### src/rtl/alu_share_arbiter_pkg.sv
// Shared definitions for the ALU sharing arbiter and its ALU.
package alu_share_arbiter_pkg;

  localparam int DEFAULT_WIDTH = 20;

  typedef logic [1:0] aluCtrlT;

  localparam aluCtrlT ALU_ADD = 2'b00;
  localparam aluCtrlT ALU_OR  = 2'b01;
  localparam aluCtrlT ALU_AND = 2'b10;
  localparam aluCtrlT ALU_NOT = 2'b11;

  localparam logic [0:0] ST_IDLE = 1'b0;
  localparam logic [0:0] ST_RESP = 1'b1;

endpackage

### src/rtl/alu_share_arbiter_ula.sv
// Combinational ALU: add (carry dropped), or, and, not opA.
module ula
  import alu_share_arbiter_pkg::*;
#(
  parameter int WIDTH = DEFAULT_WIDTH
) (
  input  logic [1:0]       ctrl,
  input  logic [WIDTH-1:0] opA,
  input  logic [WIDTH-1:0] opB,
  output logic [WIDTH-1:0] result
);

  // Select the operation; opB is unused for ALU_NOT.
  always_comb begin
    result = '0;
    case (ctrl)
      ALU_ADD: result = opA + opB;
      ALU_OR:  result = opA | opB;
      ALU_AND: result = opA & opB;
      ALU_NOT: result = ~opA;
      default: result = '0;
    endcase
  end

endmodule

### src/rtl/alu_share_arbiter.sv
// Shares one ALU between two valid/ready requesters and holds the
// registered result until the owning requester takes it.
//
// state   | meaning
// --------+-----------------------------------------------
// ST_IDLE | no result held; any valid request is accepted
// ST_RESP | result held for owner; new accept only on owner handshake
module alu_share_arbiter
  import alu_share_arbiter_pkg::*;
#(
  parameter int WIDTH     = DEFAULT_WIDTH,
  parameter bit RR_ENABLE = 1'b1
) (
  input  logic             clock,
  input  logic             reset,
  input  logic             req0_valid,
  output logic             req0_ready,
  input  logic [1:0]       req0_ctrl,
  input  logic [WIDTH-1:0] req0_opA,
  input  logic [WIDTH-1:0] req0_opB,
  input  logic             req1_valid,
  output logic             req1_ready,
  input  logic [1:0]       req1_ctrl,
  input  logic [WIDTH-1:0] req1_opA,
  input  logic [WIDTH-1:0] req1_opB,
  output logic             rsp0_valid,
  input  logic             rsp0_ready,
  output logic             rsp1_valid,
  input  logic             rsp1_ready,
  output logic [WIDTH-1:0] rsp_result,
  output logic             rsp_zero,
  output logic             busy
);

  logic [0:0]       state;
  logic             owner;
  logic             lastGrant;
  logic             grantSel;
  logic             ownerRspReady;
  logic             acceptAllowed;
  logic             accept;
  logic [1:0]       aluCtrl;
  logic [WIDTH-1:0] aluOpA;
  logic [WIDTH-1:0] aluOpB;
  logic [WIDTH-1:0] aluResult;

  // Grant selection and accept qualification; a held result blocks new
  // work unless its owner is taking it this cycle.
  always_comb begin
    ownerRspReady = owner ? rsp1_ready : rsp0_ready;
    acceptAllowed = (state == ST_IDLE) || ownerRspReady;
    if (req0_valid && req1_valid) begin
      grantSel = RR_ENABLE ? ~lastGrant : 1'b0;
    end else begin
      grantSel = req1_valid;
    end
    accept     = (req0_valid || req1_valid) && acceptAllowed;
    req0_ready = accept && !grantSel;
    req1_ready = accept && grantSel;
    aluCtrl    = grantSel ? req1_ctrl : req0_ctrl;
    aluOpA     = grantSel ? req1_opA  : req0_opA;
    aluOpB     = grantSel ? req1_opB  : req0_opB;
  end

  ula #(.WIDTH(WIDTH)) uUla (
    .ctrl   (aluCtrl),
    .opA    (aluOpA),
    .opB    (aluOpB),
    .result (aluResult)
  );

  // FSM, result register and round-robin history; a new accept takes
  // precedence over the plain return to idle.
  always_ff @(posedge clock) begin
    if (reset) begin
      state      <= ST_IDLE;
      owner      <= 1'b0;
      lastGrant  <= 1'b1;
      rsp_result <= '0;
      rsp_zero   <= 1'b0;
    end else if (accept) begin
      state      <= ST_RESP;
      owner      <= grantSel;
      lastGrant  <= grantSel;
      rsp_result <= aluResult;
      rsp_zero   <= (aluOpA == aluOpB);
    end else if ((state == ST_RESP) && ownerRspReady) begin
      state <= ST_IDLE;
    end
  end

  // Response valids follow the held owner.
  always_comb begin
    busy       = (state == ST_RESP);
    rsp0_valid = busy && !owner;
    rsp1_valid = busy && owner;
  end

endmodule

### config.mk
export PLATFORM = sky130hd
export DESIGN_NAME = alu_share_arbiter
export DESIGN_NICKNAME = d
export VERILOG_FILES = /design/src/rtl/alu_share_arbiter_pkg.sv /design/src/rtl/alu_share_arbiter_ula.sv /design/src/rtl/alu_share_arbiter.sv
export SDC_FILE = /design/constraint.sdc
export NUM_CORES = 1
export LEC_CHECK = 0
export ABC_AREA = 1
export CAP_MARGIN = 0
export CORE_ASPECT_RATIO = 1.1
export CORE_MARGIN = 2
export CORE_UTILIZATION = 35
export CTS_CLUSTER_DIAMETER = 150
export DETAILED_ROUTE_END_ITERATION = 8
export PLACE_DENSITY = 0.71
export SLEW_MARGIN = 20
export SYNTH_ARGS = -nofsm -noshare
export SYNTH_HDL_FRONTEND = slang
export SYNTH_HIERARCHICAL = 1
export SYNTH_SLANG_ARGS = --single-unit
### constraint.sdc
create_clock -name clock -period 5.19 [get_ports clock]
set_input_delay 0.519 -clock clock [delete_from_list [all_inputs] [get_ports clock]]
set_output_delay 0.519 -clock clock [all_outputs]
set_load 0.01 [all_outputs]
# [Yosys cells after proc, flatten, opt, wreduce, memory -nomap -nowiden]
# Index checks and enable logic that the tools add are counted.
[word_totals] in_bits=90 out_inout_bits=26 elab_cells=36 ff_bits=24
[op_classes] n_bitwise=5 n_reduce_logical=13 addsub=1 n_eq_ne=4 n_mux=8
[op_table] cell="case mux 20 bit (4 select lines)" count=1
[op_table] cell="two-way mux 20 bit" count=2
[op_table] cell="adder 20 bit" count=1
[op_table] cell="AND 20 bit" count=1
[op_table] cell="== test 20 bit" count=1
[op_table] cell="NOT 20 bit" count=1
[op_table] cell="OR 20 bit" count=1
[op_table] cell="logical AND 1 bit" count=7
[op_table] cell="== test 2 bit (second input constant)" count=2
[op_table] cell="two-way mux 1 bit" count=4
[op_table] cell="== test 2 x 1 -> 1 bit (second input constant)" count=1
[op_table] cell="zero test 1 bit" count=2
[op_table] cell="zero test 2 bit" count=1
[op_table] cell="logical OR 1 bit" count=2
[op_table] cell="two-way mux 2 bit" count=1
[op_table] cell="NOT 1 bit" count=2
[op_table] cell="nonzero test 2 bit" count=1

# [Logic depth before layout (Yosys ltp)]
[logic_depth] ltp_word=5 depth_mapped=22 ltp_nobuf=21

# [Cells and area by module]
# The synthesis kept the hierarchy.
[modules_own_cells] module="alu_share_arbiter" area_per_inst_um2=2401.1 n_inst=1 seq_area_each_um2=480.5 cells_per_inst=470
[modules_own_cells] module="ula" area_per_inst_um2=2119.5 n_inst=1 seq_area_each_um2=0.0 cells_per_inst=384

# [Worst setup path before layout]
# Ideal clock, no wire load.
[synth_timing] path_type="input to register" startpoint="in req0_valid" endpoint="reg rsp_result[16]" path_stages=21 path_buffers=1 arrival_time_ps=2534 slack_ps=2540 path_cell_list="nand2_2 nand2_4 buf_2 nand2_1 nand2_1 inv_1 ha_1 inv_1 fa_1 inv_1 nand3_1 nand3_1 nand2_1 nand2_1 nand2_1 nand3_1 nand2_1 nand2_1 nand2_1 nor2_1 nor2_1"
[synth_via] elab_chain_cells=5 word_cells_on_any_way=16
[synth_rtl] item="from (decl)" line="alu_share_arbiter.sv:16" rtl="input logic req0_valid,"
[synth_rtl] item="logical AND 1 bit" line="alu_share_arbiter.sv:52" rtl="if (req0_valid && req1_valid) begin"
[synth_rtl] item="two-way mux 1 bit" line="alu_share_arbiter.sv:52"
[synth_rtl] item="two-way mux 20 bit" line="alu_share_arbiter.sv:62" rtl="aluOpB = grantSel ? req1_opB : req0_opB;"
[synth_rtl] item="named net aluOpB[0]" line="alu_share_arbiter.sv:44" rtl="logic [WIDTH-1:0] aluOpB;"
[synth_rtl] item="adder 20 bit" line="alu_share_arbiter_ula.sv:17" rtl="ALU_ADD: result = opA + opB;"
[synth_rtl] item="case mux 20 bit (4 select lines)" line="alu_share_arbiter_ula.sv:16" rtl="case (ctrl)"
[synth_rtl] item="named net aluResult[16]" line="alu_share_arbiter.sv:45" rtl="logic [WIDTH-1:0] aluResult;"
[synth_rtl] item="to (signal assigned)" line="alu_share_arbiter.sv:85" rtl="rsp_result <= aluResult;"
[synth_rtl] item="to (decl)" line="alu_share_arbiter.sv:30" rtl="output logic [WIDTH-1:0] rsp_result,"
# The timed path passes the listed nets, and every way through them passes these cells.
# A chain may end at the register's enable or synchronous reset.

# [Worst setup path after layout]
[layout_timing] startpoint="in req0_valid" endpoint="reg rsp_result[16]"
[layout_via] elab_chain_cells=5 word_cells_on_any_way=16
[layout_rtl] item="logical AND 1 bit" line="alu_share_arbiter.sv:52"
[layout_rtl] item="two-way mux 1 bit" line="alu_share_arbiter.sv:52"
[layout_rtl] item="two-way mux 20 bit" line="alu_share_arbiter.sv:61" rtl="aluOpA = grantSel ? req1_opA : req0_opA;"
[layout_rtl] item="named net aluOpA[0]" line="alu_share_arbiter.sv:43" rtl="logic [WIDTH-1:0] aluOpA;"
[layout_rtl] item="adder 20 bit" line="alu_share_arbiter_ula.sv:17"
[layout_rtl] item="case mux 20 bit (4 select lines)" line="alu_share_arbiter_ula.sv:16"
[layout_rtl] item="named net aluResult[16]" line="alu_share_arbiter.sv:45"
# The timed path passes the listed nets, and every way through them passes these cells.

==> parameters.txt <==
Parameter                              Value

Logic synthesis
  Synthesis-stage register bit count ... 24
  Netlist cell types ... 38
  Count leader, synth ... sky130_fd_sc_hd__nand2_1
  Mapped Cells ... 854
  Number of flops mapped to enable cells by yosys ... 0
  Top cell type by total area after synthesis ... sky130_fd_sc_hd__nand2_1
  Cell area after synthesis ... 0.00452 mm2
  Mean instance size in the synthesized netlist ... 5.29 um2
  Predominant post-synthesis flop cell ... sky130_fd_sc_hd__dfxtp_1
  Top post-synthesis cells by area ... sky130_fd_sc_hd__nand2_1, sky130_fd_sc_hd__ha_1, sky130_fd_sc_hd__inv_1
  Share of the synthesized area in compound gates (AO/OA/AOI/OAI) ... 11.3%
  Synth Area in Simple Gates ... 50.3%
  Xor and xnor area share after synthesis ... 0.775%
  Multiplexer share of the synthesized area ... 0%
  Synth Net Count ... 985
  Seq/Total Area, Yosys ... 10.6%
  Share of Yosys cell area claimed by the top area cell type ... 27.9%
  Share of flip-flops with an asynchronous set or reset ... 0%
  Main combinational cell family by area after synthesis ... simple AND/OR/NAND/NOR gates
  Top cells by instance count after synthesis ... sky130_fd_sc_hd__nand2_1, sky130_fd_sc_hd__inv_1, sky130_fd_sc_hd__nor2_1
  YS warnings ... 6
  Post-Synth Adder-Cell Area ... 11.5%

Clocking
  Number of gates resized after CTS ... 0
  Total clock buffers created by CTS ... 3
  Root buffer cell ... sky130_fd_sc_hd__clkbuf_16
  Post-CTS Hold Fix Bufs ... 0
  Maximum level of the CTS H-tree ... 1
  CTS clk-pin slew, worst paths ... 60 ps
  Clk sinks ... 24
  Max Root-Sink Buffers ... 2
  Worst skew pair latency ... 260 ps
  Setup bufs post-CTS ... 0
  Clock tree from TritonCTS ... built

Finish
  Fill cell count ... 1374
  Number of nets in the final layout ... 1079
  Synth-to-layout area growth ... 28.8%
  Post-Layout Cell Count ... 1104
  Share of post-route cells with drive strength above 1 ... 3.91%
  Post-route cell area ... 0.00582 mm2
  Antenna diode instance count ... 0

Timing
  Unrepaired setup endpoints after global routing ... no
  Setup TNS ... 0 ps
  Max frequency ... 288 MHz
  Worst Slack Setup Final ... 1710 ps
  Final worst path period share ... 67.0%
  Final Max Tran Viols ... 0
  Final hold violation count ... 0
  Worst slew margin ... 45.3%
  Number of setup violations in the final report ... 0
  Transition time at the pin with the least slew margin ... 818 ps
  Final critical-path required period ... 3480 ps
  Worst-case clock skew ... 3.71 ps

Floorplan
  Number of core rows ... 43
  Starting density of the core ... 35.9%
  Number of top-level pins ... 116
  Die ar. ... 0.0138 mm2
  Height of the die ... 123 um
  Die Wd ... 112 um
  Core Region ... 0.0126 mm2

Critical path
  Cells on worst reg2reg path ... 20
  Minimum setup slack among reg-to-reg paths ... 2100 ps
  Kind of end point of the critical path ... flip-flop
  Classification of the worst setup path ... primary input to flip-flop
  Setup crit start kind ... primary input
  Largest fanout on the critical path ... 63
  Critical register-to-register path endpoint ... rsp_result[16]
  Startpoint of the worst-slack reg-to-reg timing path ... lastGrant
  Worst path required time ... 5380 ps
  Arrival time at the worst endpoint ... 3670 ps

Detailed routing
  Vias ... 5346
  DRT iter0 DRCs ... 288
  Post-Route WL ... 13.4 mm
  Via density per instance ... 4.84
  First-pass iteration count of the detailed router ... 5
  Residual antenna-violating net count after detailed routing ... 0
  Post-route DRC violation count ... 0
  Mean routed wirelength per cell ... 12.1 um

GRT
  Pin count of the biggest net entering global routing ... 65
  Wire length of the first global-routing pass ... 22.2 mm
  Overflow left after global routing ... 0
  GRT Overall Usage ... 19.3%
  Via count of the first global-routing pass ... 4746
  Initial antenna violation count ... 0

Job
  Maxcap violations ... 0

Place
  RePlAce Congestion ... 0.926
  Post-DP Area ... 0.00572 mm2
  Setup slack after placement ... 1470 ps
  Total instance count after detailed placement ... 1100
  Count of buffers from port buffering ... 115
  Placed wire-length estimate ... 11.2 mm

Status
  Outcome ... finished clean

Worst hold path
  Class of the most critical hold timing path ... flip-flop to flip-flop
  Sink of the worst hold path ... rsp_zero
  Launch point of the worst hold path ... rsp_zero
  Hold path depth ... 2

Pwr
  Leakage ... 3.27 nW
  Final Total Pwr ... 1.18 mW
  Power density cells ... 203 mW/mm2
  Highest ir drop seen on vdd ... 0.193 mV
## worst max path at each step
stage	endpoint	slack, ps	start	cells after the start
2_1_floorplan	rsp_result[16]	2540	req0_valid	21
3_3_place_gp	rsp_result[16]	1530	req0_valid	20
3_5_place_dp	rsp_result[16]	1470	req0_valid	20
4_1_cts	rsp_result[16]	1700	req0_valid	21
5_1_grt	rsp_result[12]	1320	req0_valid	20
6_report	rsp_result[16]	1710	req0_valid	21
## sequential cells by signal, summed over array words and instances, names as in the netlist
register    flops
rsp_result     20
busy            1
lastGrant       1
owner           1
rsp_zero        1
## cells in the final DEF (no fill, tap or decap)
cell and instances:
sky130_fd_sc_hd__clkdlybuf4s50_1 114, sky130_fd_sc_hd__o2111ai_1 2, sky130_fd_sc_hd__inv_2 4, sky130_fd_sc_hd__and2_4 1, sky130_fd_sc_hd__a21oi_2 1, sky130_fd_sc_hd__nor2_1 85
sky130_fd_sc_hd__buf_4 6, sky130_fd_sc_hd__nor3_1 3, sky130_fd_sc_hd__nand2_2 6, sky130_fd_sc_hd__buf_2 1, sky130_fd_sc_hd__nand3_1 58, sky130_fd_sc_hd__o21ai_1 2
sky130_fd_sc_hd__fa_1 1, sky130_fd_sc_hd__nor2_2 3, sky130_fd_sc_hd__a221oi_1 9, sky130_fd_sc_hd__xor2_1 4, sky130_fd_sc_hd__and3_1 1, sky130_fd_sc_hd__clkinv_4 1
sky130_fd_sc_hd__a31oi_1 2, sky130_fd_sc_hd__nand2_4 2, sky130_fd_sc_hd__a22oi_1 1, sky130_fd_sc_hd__nand4_1 1, sky130_fd_sc_hd__bufinv_16 1, sky130_fd_sc_hd__clkbuf_16 3
sky130_fd_sc_hd__ha_1 40, sky130_fd_sc_hd__nor2_4 2, sky130_fd_sc_hd__and2_1 1, sky130_fd_sc_hd__o21ai_0 32, sky130_fd_sc_hd__a21oi_1 27, sky130_fd_sc_hd__nand3_2 5
sky130_fd_sc_hd__a221oi_2 1, sky130_fd_sc_hd__o21bai_1 2, sky130_fd_sc_hd__dfxtp_1 24, sky130_fd_sc_hd__inv_1 129, sky130_fd_sc_hd__nand3b_1 28, sky130_fd_sc_hd__nand2_1 336
sky130_fd_sc_hd__a211oi_1 1, sky130_fd_sc_hd__o22ai_1 7
## cells by family after synthesis
logic type	after synthesis
buf+inv	166
compound gates	87
fa+ha+maj	41
simple gates	532
xor+xnor	4
flops	24
## area by class of cell
class                   instances  area, um2  area share, %
inverters                     134        508           8.72
well taps                     157        196           3.37
multi-input cells             664       3340           57.4
clock buffers                   3       75.1           1.29
repair buffers                121       1190           20.5
clock inverters                 1       30.0          0.516
flip-flops and latches         24        480           8.25
## worst max-delay path, cell delays in order
cell and delay [ps]:
sky130_fd_sc_hd__clkdlybuf4s50_1 440, sky130_fd_sc_hd__nand2_2 110, sky130_fd_sc_hd__buf_4 470, sky130_fd_sc_hd__nand3_1 180, sky130_fd_sc_hd__nand2_1 160, sky130_fd_sc_hd__ha_1 250, sky130_fd_sc_hd__inv_1 80, sky130_fd_sc_hd__fa_1 400
sky130_fd_sc_hd__inv_1 100, sky130_fd_sc_hd__nand3_1 70, sky130_fd_sc_hd__nand3_1 140, sky130_fd_sc_hd__nand2_1 70, sky130_fd_sc_hd__nand2_1 130, sky130_fd_sc_hd__nand2_1 90, sky130_fd_sc_hd__nand2_1 60, sky130_fd_sc_hd__nand2_1 40
sky130_fd_sc_hd__nand2_1 50, sky130_fd_sc_hd__nand2_1 50, sky130_fd_sc_hd__nand2_1 90, sky130_fd_sc_hd__nor2_1 40, sky130_fd_sc_hd__nor2_1 120
## power breakdown
group	leakage, nW	internal (mW)	total [mW]	switching, mW
combinational	3.02	0.303	0.742	0.439
clock	0.0511	0.153	0.218	0.0646
sequential	0.199	0.210	0.223	0.0136
## stage by stage
step / hold slack, ps / utilization [%]
5_1_grt: 495 / 46.3
2_1_floorplan: 456 / -
3_3_place_gp: 457 / 45.4
6_report: 483 / 46.3
3_5_place_dp: 468 / 45.4
4_1_cts: 479 / 46.3
## per-layer routing
metal  GRT usage, %  wire, um  vias up  part of all wire, %
met4           3.66       174        0                  1.3
met1           28.2      6650     2320                   50
li1               -         -     2834                    -
met2           31.6      5820      179                   43
met5              0         0        -                    0
met3           1.03       744       13                  5.6
No activity file was read; power rests on OpenSTA's default activity.
